==> src/rtl/reg_bank_param.sv <==
// Parametrised 2-read/1-write register bank with optional zero register and a bulk-clear sweep.
// Optional macro REG_BANK_BYPASS_EN enables same-cycle write-to-read forwarding.
module reg_bank_param #(
  parameter int unsigned DATA_W   = 32,
  parameter int unsigned ADDR_W   = 5,
  parameter int unsigned ZERO_REG = 1
) (
  input  logic              clk,
  input  logic              rst_n,
  input  logic              we,
  input  logic [ADDR_W-1:0] wa,
  input  logic [DATA_W-1:0] wd,
  input  logic [ADDR_W-1:0] ra1,
  input  logic [ADDR_W-1:0] ra2,
  output logic [DATA_W-1:0] rd1,
  output logic [DATA_W-1:0] rd2,
  input  logic              clr_req,
  output logic              busy
);

  localparam int unsigned Depth  = 2 ** ADDR_W;
  localparam bit          ZeroEn = (ZERO_REG != 0);

  typedef enum logic [0:0] {
    StIdle,
    StClear
  } state_e;

  state_e              r_state;
  logic [ADDR_W-1:0]   r_cnt;
  logic                r_busy;
  logic [DATA_W-1:0]   r_bank [Depth];

  logic                w_wr_commit;
  logic                w_cnt_last;
  logic [DATA_W-1:0]   w_rd1;
  logic [DATA_W-1:0]   w_rd2;

  assign w_wr_commit = we && (r_state == StIdle) && !(ZeroEn && (wa == '0));
  assign w_cnt_last  = (r_cnt == {ADDR_W{1'b1}});

  // Clear FSM: busy is registered so it tracks the state exactly.
  always_ff @(posedge clk or negedge rst_n) begin
    if (!rst_n) begin
      r_state <= StIdle;
      r_cnt   <= '0;
      r_busy  <= 1'b0;
    end else begin
      unique case (r_state)
        StIdle: begin
          if (clr_req) begin
            r_state <= StClear;
            r_cnt   <= '0;
            r_busy  <= 1'b1;
          end
        end
        StClear: begin
          if (w_cnt_last) begin
            r_state <= StIdle;
            r_cnt   <= '0;
            r_busy  <= 1'b0;
          end else begin
            r_cnt <= r_cnt + 1'b1;
          end
        end
        default: begin
          r_state <= StIdle;
          r_cnt   <= '0;
          r_busy  <= 1'b0;
        end
      endcase
    end
  end

  // A write on the edge that starts a sweep still lands; the sweep zeroes it later.
  always_ff @(posedge clk or negedge rst_n) begin
    if (!rst_n) begin
      for (int i = 0; i < int'(Depth); i++) begin
        r_bank[i] <= '0;
      end
    end else if (r_state == StClear) begin
      r_bank[r_cnt] <= '0;
    end else if (w_wr_commit) begin
      r_bank[wa] <= wd;
    end
  end

  always_comb begin
    w_rd1 = r_bank[ra1];
    w_rd2 = r_bank[ra2];
`ifdef REG_BANK_BYPASS_EN
    if (w_wr_commit && (ra1 == wa)) begin
      w_rd1 = wd;
    end
    if (w_wr_commit && (ra2 == wa)) begin
      w_rd2 = wd;
    end
`else
`endif
    if (ZeroEn && (ra1 == '0)) begin
      w_rd1 = '0;
    end
    if (ZeroEn && (ra2 == '0)) begin
      w_rd2 = '0;
    end
  end

  assign rd1  = w_rd1;
  assign rd2  = w_rd2;
  assign busy = r_busy;

endmodule

==> config.mk <==
export PLATFORM = sky130hd
export DESIGN_NAME = reg_bank_param
export DESIGN_NICKNAME = d
export VERILOG_FILES = /design/src/rtl/reg_bank_param.sv
export SDC_FILE = /design/constraint.sdc
export NUM_CORES = 2
export LEC_CHECK = 0
export CAP_MARGIN = 20
export CORE_ASPECT_RATIO = 2
export CORE_UTILIZATION = 49
export CTS_CLUSTER_DIAMETER = 80
export DETAILED_ROUTE_END_ITERATION = 6
export PLACE_DENSITY = 0.65
export RECOVER_POWER = 50
export SYNTH_ARGS = -nofsm -noshare
export SYNTH_HDL_FRONTEND = slang
export SYNTH_SLANG_ARGS = --single-unit
==> constraint.sdc <==
create_clock -name clk -period 4.5 [get_ports clk]
set_input_delay 0.9 -clock clk [delete_from_list [all_inputs] [get_ports clk]]
set_output_delay 0.9 -clock clk [all_outputs]
set_load 0.01 [all_outputs]
* Word level (Yosys, flattened, before mapping)
Cells that the tools add are included.
Word-level totals: word-level logic and storage cells 86, bits of input ports 51, flip-flop bits (word level) 1031
Operators by class: magnitude comparators 6, bitwise operators 7, $add $sub $neg 1, mux-type cells 24, equal/unequal tests 3, reductions and logical operators 10
Operators with widths (count):
- $mux W1024 | 2
- $and A1024 B1024 Y1024 | 1
- $bwmux W1024 | 1
- $not A1024 Y1024 | 1
- $bmux W32 S5 | 2
- $demux W32 S5 | 2
- $mux W32 | 8
- $ge A6 B6 Y1 const B | 4
- $not A5 Y6 | 4
- $logic_not A5 Y1 | 3
- $lt A6 B1 Y1 const B | 2
- $mux W5 | 2
- $pmux W5 S2 | 1
- $add A5 B1 Y5 const B | 1
- $eq A5 B5 Y1 const B | 1
- $logic_and A1 B1 Y1 | 4
- $mux W1 | 4
- $pmux W1 S2 | 2
- $ne A2 B1 Y1 const B | 1
- $ne A2 B2 Y1 const B | 1
- $reduce_and A2 Y1 | 1
- $reduce_bool A2 Y1 | 1
- $logic_not A1 Y1 | 1
- $not A1 Y1 | 1

* Longest topological paths before layout
depth in word-level cells 8, depth in mapped cells 8

* Worst setup path after synthesis
OpenSTA, ideal clock, no wires.
path kind in2out, start input port ra2[0], end output port rd2[14], path buffers 4, slack 1.128 ns, arrival time 2.472 ns, required time 3.600 ns, stages on the path 7, path through clkbuf_1 -> inv_1 -> buf_2 -> clkbuf_1 -> clkbuf_1 -> o2111ai_1 -> a311oi_1
On the way: word-level cells in the longest chain between the ends 5, elaborated cells between the ends (all ways) 6, classes of those cells 4 x mux; 1 x bitwise; 1 x reduce/logical
RTL lines:
- start: declaration | line 14 | input logic [ADDR_W-1:0] ra2,
- $not A5 Y6 (not written as such) | line 90 | w_rd2 = r_bank[ra2];
- $bmux W32 S5 | line 90
- $mux W32 (not written as such) (2 in a row) | line 90
- $mux W32 (*) | line 103 | if (ZeroEn && (ra2 == '0)) begin
- end: declaration | line 16 | output logic [DATA_W-1:0] rd2,
Mark *: on every way between the ends. The rest lies on a longest branch, timed or not. The select of a mux whose other input is x is not followed.

* Worst setup path in the final report
start input port ra2[0], end output port rd2[16]
The elaborated chain is that of the path after synthesis.

==> reports/qor.yml <==
avgSynthCellArea_um2: 13.9
crit_fanout: 14
seq_area_um2: 25800
setup_violations: 2
slew_violations: 88
via_per_inst: 7.97
clock-sinks: 1031
nFillCells: 8421
fmax_mhz: 220
die-area_um2: 109000
synth_fp_nets: 3850
worst_slack_ns: -0.0536
synth_edf_count: 0
wire_per_inst_um: 42.4
antenna_found_initial: 11
worst_pin_slew_ns: 3.85
vias: 42864
leakagePower_nw: 27.2
grt.busiest_layer: "met2"
dp_cells: 5196
ys_seq_area_share_pct: 48.9
ys_top_cells_by_area: "dfrtp_1, mux4_2, a22o_1"
nNetsFinal: 3981
clk_pin_slew_ns: 0.06
firstDrtPassIters: 7
overflow: 0
final-hold-violation-count: 0
grt_use_total_pct: 42.6
die_y_um: 466
syn2layout_area_growth_pct: 16.8
cp.arrival_ns: 3.65
fin_setup_tns_ns: -0.0802
cp_slowest_cell: "a311oi_1"
hold_path_class: "flop to flop"
fp-row-count: 169
path_buf_inv: 4
fin_util_pct: 57.9
slowest_delay_ns: 0.80
clock_skew_ns: 0.0306
worst_skew_pair.late_latency_ns: 0.74
cp-start-kind: "input pin"
status: "finished with violations"
min_period_over_period_pct: 101
irDropWorstVdd_v: 0.000350
fin_cells: 5376
start_util_pct: 49.6
drt_iter0_drc: 6191
cp-end-kind: "primary output"
finalWirelength_mm: 228
slew_headroom_pct: -156
critPathRequiredTime_ns: 3.60
synth_seq_cells: 1031
cp_cell_sequence: "buf_6, clkinv_2, nor2_1, buf_4, a22oi_1, a311oi_1, clkdlybuf4s50_1"
synthesis.area_um2: 52700
final_cell_mix: "dfrtp_1, a22o_1, mux4_2"
synth_warnings: 0
hpwl_mm: 144
coreArea_um2: 106000
synth_cells: 3794
crit_family: "buffers and inverters"
grtUsageMet3_pct: 10.6
violations: "DRC, capacitance limit, slew limit, setup timing"
met2_usage_pct: 64.8
drive_above_1_share_pct: 29.7
cts_tree: "done"
ys_types: 40
yosys_most_used_dff: "dfrtp_1"
crit_type: "input pin to primary output"
cts_buffers: 95
synth_top_area_share_pct: 48.9
grt_pass1_wl_mm: 324
design_area_um2: 61600
async_flop_share_pct: 100
cts_buffer_depth: 3
grt_start_max_net_pins: 123
first_global_vias: 44144
grt_setup_unrepaired: "false"
layout_commonest_cell: "dfrtp_1"
finalWeightedCongestion: 1.01
use_met1_pct: 48.2
synth_area_leader_cell: "dfrtp_1"
cts_root_buf: "clkbuf_16"
htree_levels: 3
route.detailed.drc: 32
fin_crit_ns: 4.55
multi_input_area_um2: 25600
power_density_nw_per_um2: 444
io_pins: 116
die_width_um: 234
io_buffers: 115
ant_nets: 0
maxCapViolCount: 2
place_area_um2: 58200
-- area by class of cell --
cell class                      instances  share of cell area (%)
Sequential cell                      1031                    41.9
Multi-Input combinational cell       2259                    41.6
Timing Repair Buffer                  530                    8.22
Clock buffer                          130                    4.59
Tap cell                             1368                    2.78
Clock inverter                         45                   0.847
Inverter                                8                  0.0528
Antenna cell                            5                  0.0203
-- worst paths after layout --
kind                       cells after the start                       to  slack (ns)                     from
min reg2reg                                    1  r_bank[996]$_DFFE_PN0P_        0.51  r_bank[996]$_DFFE_PN0P_
min in group asynchronous                      1  r_bank[125]$_DFFE_PN0P_        1.65                    rst_n
max reg2reg                                    5    r_bank[5]$_DFFE_PN0P_        0.41        r_state$_DFF_PN0_
max in group asynchronous                      3    r_bank[5]$_DFFE_PN0P_        0.40                    rst_n
min                                            1  r_bank[996]$_DFFE_PN0P_        0.51  r_bank[996]$_DFFE_PN0P_
max                                            7                  rd2[16]       -0.05                   ra2[0]
-- synth_stat cells (all sizes together) (8+ instances only) --
cell type and count:
a211oi 64, mux2 64, inv 8, a311oi 64
a21oi 31, o2111ai 18, mux2i 128, clkbuf 376
nor2b 68, dfrtp 1031, and2 38, a22oi 64
nand2 40, a22o 992, nor2 37, mux4 448
o21ai 112, a221oi 46, buf 120
-- through the flow --
| stage | setup WS (ns) | total power [mW] | hold WS [ns] |
|---|---|---|---|
| 2_1_floorplan | 1.13 | 15.3 | 0.467 |
| 3_3_place_gp | -0.0694 | 18.2 | 0.484 |
| 3_5_place_dp | -0.106 | 18.3 | 0.496 |
| 4_1_cts | 0.00104 | 27.1 | 0.178 |
| 5_1_grt | 0.00147 | 28.0 | 0.524 |
| 6_report | -0.0536 | 27.4 | 0.511 |
-- state kept, by name, indices dropped and copies added (netlist names) --
name,cells
r_bank,1024
r_state,1
busy,1
r_cnt,5
-- repair_timing --
item	in CTS	in global routing
gates resized for setup	7	25
setup buffers	0	0
hold buffers	0	0
pin swaps	0	1
hold endpoints to repair	0	0
setup endpoints to repair	7	19
-- per-layer routing --
metal / routed length, um / vias to the layer above
li1: - / 15722
met1: 71300 / 22144
met3: 24500 / 1234
met5: 76 / -
met4: 27100 / 10
met2: 105000 / 3754
-- worst register-to-register path, cell delays in order (launching register included) --
cell and delay, ns:
dfrtp_1 0.60, nand3b_1 0.27, buf_4 0.22, nor2_1 0.25, clkbuf_1 2.26, a22o_1 0.43
-- power by group --
group	internal [mW]	switching, mW	total [mW]
clock	4.98	3.92	8.90
sequential	10.7	1.27	11.9
combinational	3.04	3.49	6.53
total	18.7	8.68	27.4
-- logic make-up (layout without fill, tap and decap cells) --
family,count (synthesis),after routing,share of synthesized area [%]
DFF,1031,1031,48.9
AOI/OAI and AO/OA,1396,1396,21.9
other,0,5,0
xor gates and xnor gates,2,2,0.0332
adders and majority gates,5,5,0.119
buffers and inverters,504,713,3.85
and+or+nand+nor,216,216,2.27
muxes,640,640,22.9
No activity file was read; power rests on OpenSTA's default activity.
